### src/rtl/camera_capture.sv
// Camera parallel-bus capture: oversamples the camera pixel clock in the system
// clock domain, packs bus samples into pixels and tracks column/row position.
module camera_capture #(
  parameter int DATA_W          = 8,
  parameter int BYTES_PER_PIXEL = 2,
  parameter int MSB_FIRST       = 1,
  parameter int H_W             = 11,
  parameter int V_W             = 10
) (
  input  logic                              clk_pixel_in,
  input  logic                              rst_in,
  input  logic                              pclk_cam_in,
  input  logic                              hs_cam_in,
  input  logic                              vs_cam_in,
  input  logic [DATA_W-1:0]                 data_cam_in,
  output logic [DATA_W*BYTES_PER_PIXEL-1:0] pixel_out,
  output logic                              valid_out,
  output logic [H_W-1:0]                    hcount_out,
  output logic [V_W-1:0]                    vcount_out,
  output logic                              frame_start_out,
  output logic                              row_end_out,
  output logic                              short_row_out
);
  localparam int PW     = DATA_W * BYTES_PER_PIXEL;
  localparam int SLOT_W = (BYTES_PER_PIXEL > 1) ? $clog2(BYTES_PER_PIXEL) : 1;
  localparam logic [SLOT_W-1:0] LAST_SLOT = SLOT_W'(BYTES_PER_PIXEL - 1);

  logic              pclk_prev, prev_active, vs_prev, frame_armed;
  logic [SLOT_W-1:0] slot_cnt, slot;
  logic [PW-1:0]     pix_buf, pix_next;
  logic [H_W-1:0]    col, col_use;
  logic              sample_evt, active, ignored, line_start, vs_rise, vs_fall;

  assign sample_evt = pclk_cam_in & ~pclk_prev;
  assign active     = hs_cam_in & vs_cam_in;
  assign ignored    = hs_cam_in & ~vs_cam_in;
  assign vs_rise    = sample_evt & vs_cam_in & ~vs_prev;
  assign vs_fall    = sample_evt & ~vs_cam_in & vs_prev;
  // A fresh line always restarts packing at slot 0, whatever the counter says.
  assign line_start = sample_evt & active & ~prev_active;
  assign slot       = line_start ? '0 : slot_cnt;
  assign col_use    = line_start ? '0 : col;

  always_comb begin
    pix_next = pix_buf;
    for (int k = 0; k < BYTES_PER_PIXEL; k++) begin
      if (slot == SLOT_W'(k))
        pix_next[((MSB_FIRST != 0) ? (BYTES_PER_PIXEL - 1 - k) : k) * DATA_W +: DATA_W] = data_cam_in;
    end
  end

  always_ff @(posedge clk_pixel_in) begin
    if (rst_in) begin
      pclk_prev       <= 1'b1;
      prev_active     <= 1'b0;
      vs_prev         <= 1'b0;
      frame_armed     <= 1'b0;
      slot_cnt        <= '0;
      pix_buf         <= '0;
      col             <= '0;
      pixel_out       <= '0;
      valid_out       <= 1'b0;
      hcount_out      <= '0;
      vcount_out      <= '0;
      frame_start_out <= 1'b0;
      row_end_out     <= 1'b0;
      short_row_out   <= 1'b0;
    end else begin
      pclk_prev       <= pclk_cam_in;
      valid_out       <= 1'b0;
      frame_start_out <= 1'b0;
      row_end_out     <= 1'b0;
      short_row_out   <= 1'b0;
      if (sample_evt) begin
        vs_prev <= vs_cam_in;
        if (vs_rise) frame_armed <= 1'b1;
        if (active) begin
          prev_active <= 1'b1;
          pix_buf     <= pix_next;
          if (line_start) col <= '0;
          if (slot == LAST_SLOT) begin
            slot_cnt        <= '0;
            pixel_out       <= pix_next;
            valid_out       <= 1'b1;
            hcount_out      <= col_use;
            col             <= (col_use == '1) ? col_use : col_use + 1'b1;
            frame_start_out <= frame_armed | vs_rise;
            frame_armed     <= 1'b0;
          end else begin
            slot_cnt <= slot + 1'b1;
          end
        end else if (!ignored) begin
          prev_active <= 1'b0;
          if (prev_active) begin
            row_end_out   <= 1'b1;
            short_row_out <= (slot_cnt != '0);
            slot_cnt      <= '0;
            vcount_out    <= (vcount_out == '1) ? vcount_out : vcount_out + 1'b1;
          end
        end
        // End of frame drops any line in progress and rewinds the row counter.
        if (vs_fall) begin
          vcount_out  <= '0;
          prev_active <= 1'b0;
          slot_cnt    <= '0;
        end
      end
    end
  end
endmodule

### config.mk
export PLATFORM = sky130hd
export DESIGN_NAME = camera_capture
export DESIGN_NICKNAME = d
export VERILOG_FILES = /design/src/rtl/camera_capture.sv
export SDC_FILE = /design/constraint.sdc
export NUM_CORES = 1
export LEC_CHECK = 0
export BUFFER_PORTS_ARGS = -buffer_cell sky130_fd_sc_hd__buf_4
export CORE_MARGIN = 8
export CORE_UTILIZATION = 55
export CTS_CLUSTER_DIAMETER = 200
export CTS_CLUSTER_SIZE = 20
export DETAILED_ROUTE_END_ITERATION = 10
export PLACE_DENSITY = 0.78
export SETUP_SLACK_MARGIN = 0.1
export SLEW_MARGIN = 20
export SYNTH_ARGS = -nofsm -noshare
export SYNTH_HDL_FRONTEND = slang
export SYNTH_SLANG_ARGS = --single-unit
### constraint.sdc
create_clock -name clk_pixel_in -period 7.8 [get_ports clk_pixel_in]
set_input_delay 1.56 -clock clk_pixel_in [delete_from_list [all_inputs] [get_ports clk_pixel_in]]
set_output_delay 1.56 -clock clk_pixel_in [all_outputs]
set_load 0.01 [all_outputs]
[After elaboration in Yosys (flattened, before gate mapping)]
Cells that the tools add are included.
Operators by class
  mux-type cells: 24
  divide/modulo/power cells: 0
  multiply operators: 0
  reductions and logical operators: 11
  eq/ne operators: 6
  shift-type cells: 0
  bitwise logic cells: 17
  $lt $le $gt $ge: 0
  add/subtract/negate cells: 3
Operators by type and width (number)
  10-bit two-way mux: 5
  11-bit two-way mux: 3
  8-bit two-way mux: 2
  1-bit two-way mux: 14
  11-bit by 1-bit adder with 11-bit output (second input constant): 1
  11-bit equality test (second input constant): 1
  10-bit by 1-bit adder with 10-bit output (second input constant): 1
  10-bit equality test (second input constant): 1
  1-bit bitwise AND: 9
  4-bit OR reduction: 2
  1-bit inverter: 7
  3-bit AND reduction: 2
  5-bit AND reduction: 1
  5-bit OR reduction: 1
  2-bit by 1-bit inequality test with 1-bit output (second input constant): 2
  2-bit AND reduction: 2
  3-bit by 2-bit inequality test with 1-bit output (second input constant): 1
  3-bit nonzero test: 1
  3-bit OR reduction: 1
  2-bit inequality test (second input constant): 1
  2-bit nonzero test: 1
  1-bit adder (second input constant): 1
  1-bit OR: 1
Storage, ports and cells
  input port bits: 13
  bits in writable memories: 0
  register bits: 73
  memories: 0
  ROM bits: 0
  output and inout bits: 41
  word-level logic and storage cells: 75
  bits in latches: 0

[Longest topological paths before layout]
  word-level depth: 9
  depth in mapped cells: 9

[Worst setup path after synthesis]
Ideal clock, no wire load.
  path type: input port to flip-flop
  start: in hs_cam_in
  end: reg col[8]
  data required time: 7.684 ns
  arrival: 3.559 ns
  stages on the path: 9
  slack: 4.125 ns
  cells stage by stage: and4b_1 -> buf_2 -> clkbuf_1 -> a21boi_0 -> ha_1 -> and2_1 -> nor4b_1 -> a311oi_1 -> a41o_1
On the way
  cells in the longest elaborated chain, start to end: 7
Ends and longest elaborated chain
  start: declaration: line 13  | input logic hs_cam_in,
  1-bit bitwise AND *: line 35  | assign active = hs_cam_in & vs_cam_in;
  1-bit bitwise AND * (2 in a row): line 40  | assign line_start = sample_evt & active & ~prev_active;
  11-bit two-way mux *
  net col_use[1]: line 31  | logic [H_W-1:0] col, col_use;
  11-bit by 1-bit adder with 11-bit output or 11-bit equality test (tied branches): line 86  | col <= (col_use == '1) ? col_use : col_use + 1'b1;
  11-bit two-way mux *: line 86
  11-bit two-way mux *: line 81  | if (slot == LAST_SLOT) begin
  end signal: assignment: line 86
  end: declaration: line 31
The timed path passes the listed nets; every way through them passes the cells marked *.
A chain may end at the register's enable or synchronous reset.

[Worst setup path in the final report]
  start: in vs_cam_in
  end: reg col[3]
On the way
  cells in the longest elaborated chain, start to end: 7
Ends and longest elaborated chain
  start: declaration: line 14  | input logic vs_cam_in,
  1-bit bitwise AND *: line 35
  1-bit bitwise AND * (2 in a row): line 40
  11-bit two-way mux *
  net col_use[0]: line 31
  11-bit by 1-bit adder with 11-bit output or 11-bit equality test (tied branches): line 86
  11-bit two-way mux *: line 86
  11-bit two-way mux *: line 81
Marked as above.

==> flow_summary_export.csv <==
group,metric,value,unit
run_status,status,"complete, no violations",
hold_path,hold_path_class,"reg2reg",
sta,setup_violations,0,
setup_path,cp.required,8060,ps
global_route,grt_pass1_vias,2302,
final_layout,final_cell_count_no_fill,447,
yosys,yosysWarningCount,0,
placement,pre_cts_ws,3660,ps
setup_path,cpPeakStageDelay,540,ps
yosys,yosysTopAreaCellShare,47.7,%
placement,gp_congestion,0.852,
setup_path,worst_r2r_startpoint,"pclk_prev$_SDFF_PP1_",
clock_tree,cts_buffers,9,
drt,drc,0,
sta,min_period_over_period,49.2,%
setup_path,setup.worst_path.end_class,"register",
drt,dr.first_iter.drc_count,158,
setup_path,slowest_stage,"and4b_1",
final_layout,final_core_util,71.0,%
clock_tree,clkTransAtPathRegs,70,ps
clock_tree,clkLatencyLatePin,330,ps
global_route,track_usage,17.3,%
yosys,syn_area_per_cell,8.20,µm²
power,p_leak,1.26,nW
drt,routed_wl,6490,µm
yosys,synth-seq-cells,65,
final_layout,drive_gt1_share,19.5,%
setup_path,cp_common_cell,"and2_1",
global_route,grt_antenna_before_repair,0,
floorplan,core,4750,µm²
sta,min_period,3840,ps
power,power.density,201,nW/µm²
clock_tree,root_buffer,"clkbuf_8",
global_route,grt_start_max_net_pins,54,
yosys,synth_edf_count,0,
global_route,overflow,0,
sta,slew_viol_final,0,
clock_tree,clk_path_buf_depth,2,
yosys,async_flop_share,0,%
global_route,grt_use_met1,20.6,%
drt,routed-via-count,2543,
yosys,yosysMostFrequentCell,"nand2_1",
setup_path,crit_start,"vs_cam_in",
drt,first_pass_iters,4,
setup_path,r2r_end,"col[3]$_SDFFE_PP0N_",
clock_tree,cts_setup_buffers,0,
global_route,grt_pass1_wl,10600,µm
setup_path,critPathMaxFanout,15,
global_route,grtUsageMet3,4.16,%
yosys,synth_cells,333,
power,irDropWorstVdd,121,µV
setup_path,worstPathCellList,"buf_4 -> and4b_1 -> nand2_1 -> and2_1 -> ha_1 -> and2_1 -> and4_1 -> or4_1 -> a21oi_1",
floorplan,rows,25,
global_route,met2_usage,28.1,%
floorplan,die_area,7470,µm²
final_layout,antenna-diode-count,0,
sta,maxSlewHeadroom,36.6,%
floorplan,ios,54,
floorplan,start_util,57.4,%
setup_path,cp-start-kind,"input port",
power,finalPower,0.680,mW
sta,setup_slack,3960,ps
sta,fin_skew,4.94,ps
clock_tree,clock-sinks,65,
setup_path,worstSetupEndpoint,"col[3]$_SDFFE_PP0N_",
yosys,synthTopCellsByCount,"nand2_1, dfxtp_1, a21oi_1",
drt,wl_per_cell,14.5,µm
drt,routed_via_density,5.69,
sta,max_freq,260,MHz
job,cap_violations,0,
placement,placed_cell_area,3130,µm²
final_layout,fill_cells,393,
clock_tree,ctsHoldBuffers,0,
placement,dpl.hpwl,4330,µm
setup_path,ff2ff_setup_slack,4920,ps
final_layout,nets,391,
yosys,syn-cell-area,2730,µm²
sta,rsz0062_at_grt,"no",
yosys,synth_cell_types,44,
setup_path,arrival,4100,ps
setup_path,rr_worst_depth,8,
drt,ant_nets,0,
sta,fin_hold_ws,452,ps
floorplan,die_h,86.5,µm
placement,dpl.cell_count,432,
yosys,synth.largest_area_cell,"dfxtp_1",
sta,tns,0,ps
yosys,mappedNetlistNets,348,
global_route,top_usage_layer,"met2",
clock_tree,cts.htree.levels,3,
final_layout,design_area,3380,µm²
yosys,ys_seq_area_share,47.7,%
sta,tightestPinTransition,942,ps
yosys,ys.flop_type,"dfxtp_1",
floorplan,fp.dieW,86.5,µm
setup_path,crit_type,"in2reg",
clock_tree,cts_tree,"done",
final_layout,syn_to_final_growth,23.6,%
placement,port_buffers,53,
yosys,synthTopCellsByArea,"dfxtp_1, a21oi_1, nand2_1",
clock_tree,ctsResizeCount,0,
sta,hold_violations,0,
==> worst min path at each step <==
stage | startpoint | cells after the start | to | slack, ps
floorplan | pix_buf[10]$_SDFFE_PP0N_ | 2 | pixel_out[10]$_SDFFE_PP0P_ | 430
global placement | pix_buf[8]$_SDFFE_PP0N_ | 2 | pixel_out[8]$_SDFFE_PP0P_ | 440
detailed placement | pix_buf[8]$_SDFFE_PP0N_ | 2 | pixel_out[8]$_SDFFE_PP0P_ | 440
CTS | pix_buf[8]$_SDFFE_PP0N_ | 2 | pixel_out[8]$_SDFFE_PP0P_ | 450
global route | pixel_out[0]$_SDFFE_PP0P_ | 2 | pixel_out[0]$_SDFFE_PP0P_ | 470
finish | pix_buf[11]$_SDFFE_PP0N_ | 2 | pixel_out[11]$_SDFFE_PP0P_ | 450
==> where the power goes <==
group	switching [mW]	internal [mW]	total [mW]
Combinational	0.0121	0.00804	0.0202
Clock	0.119	0.205	0.324
Sequential	0.00184	0.334	0.335
Total	0.133	0.546	0.680
==> critical path, delay by kind of cell <==
kind / cells / cell delay [ps]
and+or+nand+nor: 6 / 2040
adders and majority gates: 1 / 240
AOI/OAI and AO/OA: 1 / 150
buffers and inverters: 1 / 120
==> flip-flops by register name, summed over array words and instances (netlist names), 8 cells and up <==
name	cells
pix_buf	8
pixel_out	16
hcount_out	11
col	11
vcount_out	10
==> cell usage in the layout, fill, tap and decap left out, drive strengths merged, types with 3 or more instances in the layout <==
master,instances
a21o,4
a21oi,55
and2,5
and3,3
and4,4
buf,54
clkbuf,13
dfxtp,65
inv,4
nand2,73
nand3,16
nand3b,3
nand4,3
nor2,10
nor2b,4
o21ai,10
o31ai,9
or3,4
or4,8
==> area by class of cell <==
class / count / area, µm² / share of cell area [%]
Tap cell: 67 / 83.8 / 2.48
Clock inverter: 2 / 60.1 / 1.78
Multi-Input combinational cell: 242 / 1340 / 39.7
Timing Repair Buffer: 54 / 405 / 12.0
Sequential cell: 65 / 1300 / 38.5
Clock buffer: 13 / 169 / 5.00
Inverter: 4 / 15.0 / 0.445
==> cells by family (layout without fill, tap and decap cells) <==
group	Yosys count	count (layout)	share of synthesized area, %
AO/OA/AOI/OAI	90	90	19.2
multiplexers	2	2	0.733
adder cells (fa/ha/maj)	2	2	0.916
AND/OR/NAND/NOR	148	148	27.7
flip-flops	65	65	47.7
buffers and inverters	26	73	3.80
==> layer usage <==
metal	routed length (µm)	vias to the layer above
li1	-	1270
met1	2840	1208
met2	3180	57
met3	383	8
met4	83	0
met5	0	-
(Power assumes the default switching activity.)
